## src/rtl/frame_buf_wr_arb_if.sv

```systemverilog
// Producer/memory-side bundle of the frame-buffer write arbiter.
// The slave view belongs to the arbiter, the master view to producers and memory.
interface frame_buf_wr_arb_if #(
    parameter int unsigned DATA_WIDTH = 32,
    parameter int unsigned ADDR_WIDTH = 3,
    parameter int unsigned NUM_REQ    = 2
);
    logic [NUM_REQ-1:0]            req;
    logic [NUM_REQ*DATA_WIDTH-1:0] req_data;
    logic [NUM_REQ-1:0]            ptr_clr;
    logic [NUM_REQ-1:0]            gnt;
    logic [NUM_REQ-1:0]            ack;
    logic                          mem_wr_en_n;
    logic [ADDR_WIDTH-1:0]         mem_wr_addr;
    logic [DATA_WIDTH-1:0]         mem_wr_data;
    logic                          mem_wr_rdy;
    logic [NUM_REQ-1:0]            frame_done;

    modport slave (
        input  req,
        input  req_data,
        input  ptr_clr,
        input  mem_wr_rdy,
        output gnt,
        output ack,
        output mem_wr_en_n,
        output mem_wr_addr,
        output mem_wr_data,
        output frame_done
    );

    modport master (
        output req,
        output req_data,
        output ptr_clr,
        output mem_wr_rdy,
        input  gnt,
        input  ack,
        input  mem_wr_en_n,
        input  mem_wr_addr,
        input  mem_wr_data,
        input  frame_done
    );
endinterface

```

## src/rtl/frame_buf_wr_arb.sv

```systemverilog
// Round-robin burst arbiter sharing one frame-buffer write port between NUM_REQ producers,
// each writing into its own wrapping address region.
module frame_buf_wr_arb #(
    parameter int unsigned DATA_WIDTH   = 32,
    parameter int unsigned ADDR_WIDTH   = 3,
    parameter int unsigned NUM_REQ      = 2,
    parameter int unsigned BURST_LEN    = 4,
    parameter int unsigned REGION_DEPTH = (1 << ADDR_WIDTH) / NUM_REQ
) (
    input  logic              wr_clk,
    input  logic              reset,
    frame_buf_wr_arb_if.slave bus
);
    localparam int unsigned IDX_W  = (NUM_REQ > 1) ? $clog2(NUM_REQ) : 1;
    localparam int unsigned PTR_W  = (REGION_DEPTH > 1) ? $clog2(REGION_DEPTH) : 1;
    localparam int unsigned BEAT_W = (BURST_LEN > 1) ? $clog2(BURST_LEN) : 1;

    typedef enum logic [0:0] {
        IDLE  = 1'b0,
        BURST = 1'b1
    } state_t;

    state_t                state_q, state_d;
    logic [NUM_REQ-1:0]    gnt_q, gnt_d;
    logic [IDX_W-1:0]      owner_q, owner_d;
    logic [IDX_W-1:0]      rr_ptr_q, rr_ptr_d;
    logic [BEAT_W-1:0]     beat_cnt_q, beat_cnt_d;
    logic [PTR_W-1:0]      ptr_q [NUM_REQ];
    logic [PTR_W-1:0]      ptr_d [NUM_REQ];
    logic                  mem_wr_en_n_q, mem_wr_en_n_d;
    logic [ADDR_WIDTH-1:0] mem_wr_addr_q, mem_wr_addr_d;
    logic [DATA_WIDTH-1:0] mem_wr_data_q, mem_wr_data_d;
    logic [NUM_REQ-1:0]    frame_done_q, frame_done_d;

    logic                  pick_found;
    logic [IDX_W-1:0]      pick_idx;
    logic [IDX_W-1:0]      cand;
    logic [IDX_W-1:0]      next_rr;
    logic                  owner_req;
    logic                  beat;
    logic                  last_beat;
    logic                  region_wrap;
    logic [PTR_W-1:0]      owner_ptr;
    logic [DATA_WIDTH-1:0] owner_data;
    logic [ADDR_WIDTH-1:0] owner_addr;

    // Circular scan for the first requester at or after rr_ptr.
    always_comb begin
        pick_found = 1'b0;
        pick_idx   = '0;
        cand       = '0;
        for (int unsigned k = 0; k < NUM_REQ; k++) begin
            cand = IDX_W'((32'(rr_ptr_q) + k) % NUM_REQ);
            if (!pick_found && bus.req[cand]) begin
                pick_found = 1'b1;
                pick_idx   = cand;
            end
        end
    end

    // Owner-side view: its request, data slice and region pointer.
    always_comb begin
        owner_data = '0;
        owner_ptr  = '0;
        for (int unsigned i = 0; i < NUM_REQ; i++) begin
            if (owner_q == IDX_W'(i)) begin
                owner_data = bus.req_data[i*DATA_WIDTH +: DATA_WIDTH];
                owner_ptr  = ptr_q[i];
            end
        end
    end

    assign owner_req   = bus.req[owner_q];
    assign owner_addr  = ADDR_WIDTH'(32'(owner_q) * REGION_DEPTH + 32'(owner_ptr));
    assign beat        = !reset && (state_q == BURST) && owner_req && bus.mem_wr_rdy;
    assign last_beat   = (beat_cnt_q == BEAT_W'(BURST_LEN - 1));
    assign region_wrap = (owner_ptr == PTR_W'(REGION_DEPTH - 1));
    assign next_rr     = (owner_q == IDX_W'(NUM_REQ - 1)) ? '0 : owner_q + IDX_W'(1);

    // gnt_q is one-hot on the owner, so gating it by the beat yields ack.
    assign bus.ack = beat ? gnt_q : '0;

    // Next-state and registered-output logic.
    always_comb begin
        state_d       = state_q;
        gnt_d         = gnt_q;
        owner_d       = owner_q;
        rr_ptr_d      = rr_ptr_q;
        beat_cnt_d    = beat_cnt_q;
        mem_wr_en_n_d = 1'b1;
        mem_wr_addr_d = mem_wr_addr_q;
        mem_wr_data_d = mem_wr_data_q;
        frame_done_d  = '0;

        unique case (state_q)
            IDLE: begin
                gnt_d = '0;
                if (pick_found) begin
                    for (int unsigned i = 0; i < NUM_REQ; i++) begin
                        gnt_d[i] = (pick_idx == IDX_W'(i));
                    end
                    owner_d    = pick_idx;
                    beat_cnt_d = '0;
                    state_d    = BURST;
                end
            end
            BURST: begin
                if (beat) begin
                    mem_wr_en_n_d = 1'b0;
                    mem_wr_addr_d = owner_addr;
                    mem_wr_data_d = owner_data;
                    beat_cnt_d    = beat_cnt_q + BEAT_W'(1);
                end
                // A stall never ends the burst; only the last beat or a released request does.
                if ((beat && last_beat) || !owner_req) begin
                    state_d  = IDLE;
                    gnt_d    = '0;
                    rr_ptr_d = next_rr;
                end
            end
            default: begin
                state_d = IDLE;
                gnt_d   = '0;
            end
        endcase

        // Region pointers: clear wins over the increment of a coincident beat.
        for (int unsigned i = 0; i < NUM_REQ; i++) begin
            ptr_d[i] = ptr_q[i];
            if (beat && (owner_q == IDX_W'(i))) begin
                ptr_d[i]        = region_wrap ? '0 : ptr_q[i] + PTR_W'(1);
                frame_done_d[i] = region_wrap;
            end
            if (bus.ptr_clr[i]) begin
                ptr_d[i] = '0;
            end
        end
    end

    // State and output registers.
    always_ff @(posedge wr_clk) begin
        if (reset) begin
            state_q       <= IDLE;
            gnt_q         <= '0;
            owner_q       <= '0;
            rr_ptr_q      <= '0;
            beat_cnt_q    <= '0;
            mem_wr_en_n_q <= 1'b1;
            mem_wr_addr_q <= '0;
            mem_wr_data_q <= '0;
            frame_done_q  <= '0;
            for (int unsigned i = 0; i < NUM_REQ; i++) begin
                ptr_q[i] <= '0;
            end
        end else begin
            state_q       <= state_d;
            gnt_q         <= gnt_d;
            owner_q       <= owner_d;
            rr_ptr_q      <= rr_ptr_d;
            beat_cnt_q    <= beat_cnt_d;
            mem_wr_en_n_q <= mem_wr_en_n_d;
            mem_wr_addr_q <= mem_wr_addr_d;
            mem_wr_data_q <= mem_wr_data_d;
            frame_done_q  <= frame_done_d;
            for (int unsigned i = 0; i < NUM_REQ; i++) begin
                ptr_q[i] <= ptr_d[i];
            end
        end
    end

    assign bus.gnt         = gnt_q;
    assign bus.mem_wr_en_n = mem_wr_en_n_q;
    assign bus.mem_wr_addr = mem_wr_addr_q;
    assign bus.mem_wr_data = mem_wr_data_q;
    assign bus.frame_done  = frame_done_q;

endmodule

```

## src/flat_wrapper.sv

```systemverilog
// flat-port wrapper written by rule: the top's interface ports become plain ports
module frame_buf_wr_arb_flat 
#(
    parameter int unsigned DATA_WIDTH   = 32,
    parameter int unsigned ADDR_WIDTH   = 3,
    parameter int unsigned NUM_REQ      = 2,
    parameter int unsigned BURST_LEN    = 4,
    parameter int unsigned REGION_DEPTH = (1 << ADDR_WIDTH) / NUM_REQ
)
  (wr_clk, reset, bus_req, bus_req_data, bus_ptr_clr, bus_mem_wr_rdy, bus_gnt, bus_ack, bus_mem_wr_en_n, bus_mem_wr_addr, bus_mem_wr_data, bus_frame_done);
  frame_buf_wr_arb_if #(.DATA_WIDTH(DATA_WIDTH), .ADDR_WIDTH(ADDR_WIDTH), .NUM_REQ(NUM_REQ)) bus_i ();
  input  logic wr_clk;
  input  logic reset;
  input wire logic [$bits(bus_i.req)-1:0] bus_req;
  input wire logic [$bits(bus_i.req_data)-1:0] bus_req_data;
  input wire logic [$bits(bus_i.ptr_clr)-1:0] bus_ptr_clr;
  input wire logic [$bits(bus_i.mem_wr_rdy)-1:0] bus_mem_wr_rdy;
  output wire logic [$bits(bus_i.gnt)-1:0] bus_gnt;
  output wire logic [$bits(bus_i.ack)-1:0] bus_ack;
  output wire logic [$bits(bus_i.mem_wr_en_n)-1:0] bus_mem_wr_en_n;
  output wire logic [$bits(bus_i.mem_wr_addr)-1:0] bus_mem_wr_addr;
  output wire logic [$bits(bus_i.mem_wr_data)-1:0] bus_mem_wr_data;
  output wire logic [$bits(bus_i.frame_done)-1:0] bus_frame_done;
  assign bus_i.req = bus_req;
  assign bus_i.req_data = bus_req_data;
  assign bus_i.ptr_clr = bus_ptr_clr;
  assign bus_i.mem_wr_rdy = bus_mem_wr_rdy;
  assign bus_gnt = bus_i.gnt;
  assign bus_ack = bus_i.ack;
  assign bus_mem_wr_en_n = bus_i.mem_wr_en_n;
  assign bus_mem_wr_addr = bus_i.mem_wr_addr;
  assign bus_mem_wr_data = bus_i.mem_wr_data;
  assign bus_frame_done = bus_i.frame_done;
  frame_buf_wr_arb #(.DATA_WIDTH(DATA_WIDTH), .ADDR_WIDTH(ADDR_WIDTH), .NUM_REQ(NUM_REQ), .BURST_LEN(BURST_LEN), .REGION_DEPTH(REGION_DEPTH)) u_core (.wr_clk(wr_clk), .reset(reset), .bus(bus_i));
endmodule
```

## config.mk

```make
export PLATFORM = sky130hd
export DESIGN_NAME = frame_buf_wr_arb_flat
export DESIGN_NICKNAME = d
export VERILOG_FILES = /design/src/rtl/frame_buf_wr_arb_if.sv /design/src/rtl/frame_buf_wr_arb.sv /design/src/flat_wrapper.sv
export SDC_FILE = /design/constraint.sdc
export NUM_CORES = 1
export LEC_CHECK = 0
export ABC_AREA = 1
export BUFFER_PORTS_ARGS = -buffer_cell sky130_fd_sc_hd__clkbuf_2
export CAP_MARGIN = 20
export CORE_MARGIN = 5
export CORE_UTILIZATION = 25
export DETAILED_ROUTE_END_ITERATION = 7
export GPL_ROUTABILITY_DRIVEN = 0
export HOLD_SLACK_MARGIN = 0.05
export MAX_ROUTING_LAYER = met4
export SLEW_MARGIN = 20
export SYNTH_ARGS = -nofsm -noshare
export SYNTH_HDL_FRONTEND = slang
export SYNTH_SLANG_ARGS = --single-unit
```

## constraint.sdc

```tcl
create_clock -name wr_clk -period 1.5 [get_ports wr_clk]
set_input_delay 0.3 -clock wr_clk [delete_from_list [all_inputs] [get_ports wr_clk]]
set_output_delay 0.3 -clock wr_clk [all_outputs]
set_load 0.02 [all_outputs]
```

; ---- Yosys cells after proc, flatten, opt, wreduce, memory -nomap -nowiden
; Memories as Yosys holds them, arrays and structs flattened.
; Index checks and enable logic that the tools add are counted.
; Widths: inputs -> output; s select.
[classes]
addsub = 6
n_lt_le_gt_ge = 3
eq_ne = 5
muxes = 35
bitwise_logic = 7
n_reduce_logical = 18
[ops]
columns = operator, count
row1 = $mux 32, 1
row2 = $mux 2, 14
row3 = $mux 1, 17
row4 = $pmux 2 s2, 2
row5 = $reduce_and 2->1, 4
row6 = $logic_and 1x1->1, 7
row7 = $add 2x1->2 const B, 3
row8 = $lt 1x2->1 const B, 3
row9 = $reduce_or 2->1, 3
row10 = $not 1->1, 5
row11 = $eq 2x2->1 const B, 2
row12 = $ne 2x2->1 const B, 2
row13 = $add 3x2->3, 1
row14 = $logic_not 1->1, 3
row15 = $add 1x1->1 const B, 2
row16 = $ne 2x1->1 const B, 1
row17 = $or 1x1->1, 2
row18 = $pmux 1 s2, 1
row19 = $logic_or 1x1->1, 1
[word_totals]
ff_bits = 45
ram_bits = 4
input_bits = 71
output_inout_bits = 42
word_cells = 85
mem_count = 1
[mem_list]
columns = memory, words, width, read_ports, rd_clocked_by_memory_dff, wr, line_no
row1 = u_core.ptr_q, 2, 2, 2, 0, 2, frame_buf_wr_arb.sv:28  ; logic [PTR_W-1:0] ptr_q [NUM_REQ];

; ---- Logic depth before layout (Yosys ltp)
[logic_depth]
depth_word = 9
mapped_depth = 8
mapped_depth_nobuf = 7

; ---- Worst setup path after synthesis
; OpenSTA, ideal clock, no wires.
[synth_timing]
path_kind = input -> output
start = input reset
end = output bus_ack[0]
arrival_ns = 1.233
setup_slack_ns = -0.033
cell_stages = 7
path_buffers = 2
cell_sequence = buf_2 inv_4 nand3_2 inv_2 nand2_2 buf_4 nor2_1
[synth_via]
elab_chain_len = 5
[synth_rtl]
columns = element, line_no
row1 = "start, declared", flat_wrapper.sv:13  ; input logic reset;
row2 = $logic_not 1->1, frame_buf_wr_arb.sv:75  ; assign beat = !reset && (state_q == BURST) && owner_req && bus.mem_wr_rdy;
row3 = $logic_and 1x1->1 (3 in series), frame_buf_wr_arb.sv:75
row4 = $mux 2, frame_buf_wr_arb.sv:81  ; assign bus.ack = beat ? gnt_q : '0;
row5 = "end, declared", flat_wrapper.sv:19  ; output wire logic [$bits(bus_i.ack)-1:0] bus_ack;
; Every way passes these cells.

; ---- Worst setup path after layout
[layout_timing]
start = register u_core.owner_q
end = output bus_ack[1]
[layout_via]
elab_chain_len = 5
[layout_rtl]
columns = element, line_no
row1 = "start, declared", frame_buf_wr_arb.sv:25  ; logic [IDX_W-1:0] owner_q, owner_d;
row2 = "start signal, assigned", frame_buf_wr_arb.sv:158  ; owner_q <= owner_d;
row3 = $mux 1 (implied by the code) (2 in series), frame_buf_wr_arb.sv:73  ; assign owner_req = bus.req[owner_q];
row4 = $logic_and 1x1->1 (2 in series), frame_buf_wr_arb.sv:75
row5 = $mux 2, frame_buf_wr_arb.sv:81
; Every way passes these cells. The select of a mux whose other input is x is not followed.

==> results.json <==
{
  "slew_violations": 0,
  "relSlewSlack_pct": 68.0,
  "die-area_sq_mm": 0.0111,
  "core_area_sq_mm": 0.00881,
  "hold_violations": 0,
  "seqPwrFrac_pct": 48.9,
  "cpPeakStageDelay_ns": 0.38,
  "cts-buffers-inserted": 5,
  "power.clock.fraction_pct": 34.5,
  "hold_path.class": "in -> reg",
  "synth_cells": 341,
  "io_pins": 113,
  "clk_path_buf_depth": 2,
  "powerDensity_mw_per_mm2": 875,
  "grt_pass1_vias": 2307,
  "ys.flop_type": "dfxtp_1",
  "row_count": 34,
  "synth-async-reset-ratio_pct": 0,
  "path_clk_slew_ns": 0.10,
  "end_kind": "output pin",
  "syn_area_sq_mm": 0.00228,
  "postRouteAntennaNets": 0,
  "synth-edff-count": 0,
  "ir_worst_vdd_mv": 0.359,
  "insertedDiodeCount": 0,
  "grt.total_usage_pct": 11.9,
  "post-route-period-util_pct": 98.0,
  "power_frac_comb_pct": 16.7,
  "synth_cell_types": 21,
  "fin_util_pct": 35.8,
  "dp_hpwl_um": 4950,
  "clock_latency_ns": 0.30,
  "drv_cap": 0,
  "drt_first_pass_iters": 4,
  "critPathKind": "reg -> out",
  "critPathMaxFanout": 3,
  "worst_pin_slew_ns": 0.475,
  "die_x_um": 106,
  "nets": 527,
  "crit_path_cell_trace": "inv_4 > nand2_4 > nand2_4 > nand2_4 > nor2_4 > buf_6",
  "synth-warning-count": 0,
  "cts-htree-levels": 2,
  "die_h_um": 106,
  "crit_top_cell": "nand2_4",
  "rsz0062_at_grt": "yes",
  "totalWireLength_um": 6760,
  "synth_common_cells": "147 x nand2_1, 49 x dfxtp_1, 42 x a21oi_1",
  "cts.sinks": 49,
  "grt_overflow": 0,
  "period_needed_ns": 1.47,
  "synth.most_common_cell": "nand2_1",
  "run_status": "complete, no violations",
  "p_total_mw": 2.76,
  "io_buffers": 112,
  "internal_power_mw": 2.01,
  "yosysTopAreaCellShare_pct": 43.0,
  "antenna_found_initial": 0,
  "reg2reg_slack_ns": 0.10,
  "power_leakage_nw": 1.54,
  "hold_buffers": 0,
  "syn2layout_area_growth_pct": 38.3,
  "crit_arrival_ns": 1.17,
  "initial_utilization_pct": 25.9,
  "p_sw_share_pct": 27.1,
  "drt_iter0_markers": 139,
  "cp.required_ns": 1.20,
  "syn_area_per_cell_sq_um": 6.69,
  "setup_slack_ns": 0.0307,
  "vias_per_cell": 4.44,
  "layout-drive-gt1-share_pct": 33.1,
  "post_drt_wl_per_cell_um": 12.0,
  "grt_max_degree": 41,
  "finalClockSkew_ns": 0.0102,
  "vias": 2505,
  "start_kind": "flop",
  "synthesis.nets": 413,
  "grt_pass1_wl_um": 10800,
  "yosysTopAreaCell": "dfxtp_1",
  "ys_seq_area_share_pct": 43.0,
  "dp_slack_ns": 0.169,
  "cts_root_buf": "clkbuf_8",
  "ys_seq_elements": 49,
  "cp_slowest_cell": "dfxtp_4",
  "drc": 0,
  "fmax_ghz": 0.681,
  "cts_tree": "done",
  "netlist_top_cells_area": "dfxtp_1 43%, nand2_1 24%, a21oi_1 9.2%, nand3_1 8.3%, buf_4 3.9%",
  "setup_viol": 0,
  "switching_power_uw": 748
}
-- flip-flops by register name, summed over array words and instances (netlist names) --
register,count
u_core.rr_ptr_q,1
u_core.bus.mem_wr_data,32
u_core.owner_q,1
u_core.bus.frame_done,2
u_core.bus.mem_wr_en_n,1
u_core.bus.mem_wr_addr,3
u_core.beat_cnt_q,2
u_core.bus.gnt,2
u_core.state_q,1
u_core.ptr_q,4
-- cells by family after synthesis --
group           after synthesis  synth area share, %
fa+ha+maj                     1                0.548
simple gates                204                 36.4
buf+inv                      37                 8.83
xor+xnor                      1                0.384
flops                        49                 43.0
compound gates               49                 10.9
-- critical path: cells and delay by family, from the launching register on --
| kind | cells | cell delay, ns |
|---|---|---|
| buffers and inverters | 2 | 0.18 |
| flip-flops | 1 | 0.38 |
| AND/OR/NAND/NOR | 4 | 0.30 |
-- worst paths after layout --
kind | startpoint | end | cells after the start
max | u_core.owner_q | bus_ack[1] | 6
min | bus_ptr_clr[0] | u_core.ptr_q[0][0] | 4
max reg2reg | u_core.owner_q | u_core.rr_ptr_q | 10
min reg2reg | u_core.bus.mem_wr_data[25] | u_core.bus.mem_wr_data[25] | 2
-- area by class of cell --
cell class / count / area (sq um)
inverter: 13 / 53.8
sequential: 49 / 986
fill: 962 / 5650
tap: 108 / 135
timing repair buffer: 131 / 716
clock buffer: 5 / 68.8
clock inverter: 3 / 46.3
multi-input combinational: 255 / 1150
-- per-stage QoR --
stage | setup TNS [ns] | instances | area (sq um) | hold WS, ns
after floorplan | -0.0650 | 341 | 2280 | 0.446
after global placement | 0 | 548 | 2910 | 0.449
after detailed placement | 0 | 548 | 2910 | 0.452
after CTS | -0.0105 | 560 | 3070 | 0.220
after global routing | -0.0753 | 564 | 3160 | 0.254
final | 0 | 564 | 3160 | 0.228
-- power groups by stage --
stage / logic, mW / clock network [mW] / registers, mW
final: 0.461 / 0.952 / 1.35
after global routing: 0.520 / 1.05 / 1.35
after CTS: 0.442 / 1.01 / 1.35
after detailed placement: 0.427 / 0 / 1.38
after global placement: 0.420 / 0 / 1.38
after floorplan: 0.243 / 0 / 1.40
-- placed cells by master (no fill, tap or decap) --
| cell type | count |
|---|---|
| nand2_1 | 144 |
| clkbuf_2 | 110 |
| dfxtp_1 | 47 |
| a21oi_1 | 42 |
| nand3_1 | 38 |
| buf_4 | 19 |
| nor2_1 | 11 |
| inv_1 | 10 |
| clkbuf_8 | 5 |
| nand2_4 | 4 |
| o21ai_0 | 3 |
| o21ai_1 | 3 |
| nand4_1 | 3 |
| inv_4 | 2 |
| nor2_4 | 2 |
| buf_6 | 2 |
| nand3_4 | 1 |
| inv_2 | 1 |
| o211ai_1 | 1 |
| nor3_1 | 1 |
| xnor2_1 | 1 |
| ha_1 | 1 |
| bufinv_16 | 1 |
| clkinv_4 | 1 |
| clkinvlp_4 | 1 |
| dfxtp_4 | 1 |
| dfxtp_2 | 1 |
-- per-layer routing --
layer	track usage [%]	vias up	wire, um	part of all wire [%]
li1	-	1317	-	-
met1	14.2	1111	3050	45
met2	20.1	73	3240	48
met3	2.44	4	410	6.1
met4	3.42	0	62	0.92
met5	-	-	0	0
-- what timing repair did --
action / in CTS / in global routing
pin swaps: 3 / 3
gates resized for setup: 7 / 16
buffers inserted: 4 / 4
endpoints found under the hold margin: 0 / 0
endpoints found under the setup margin: 2 / 2
Power figures use the tool's default switching activity.
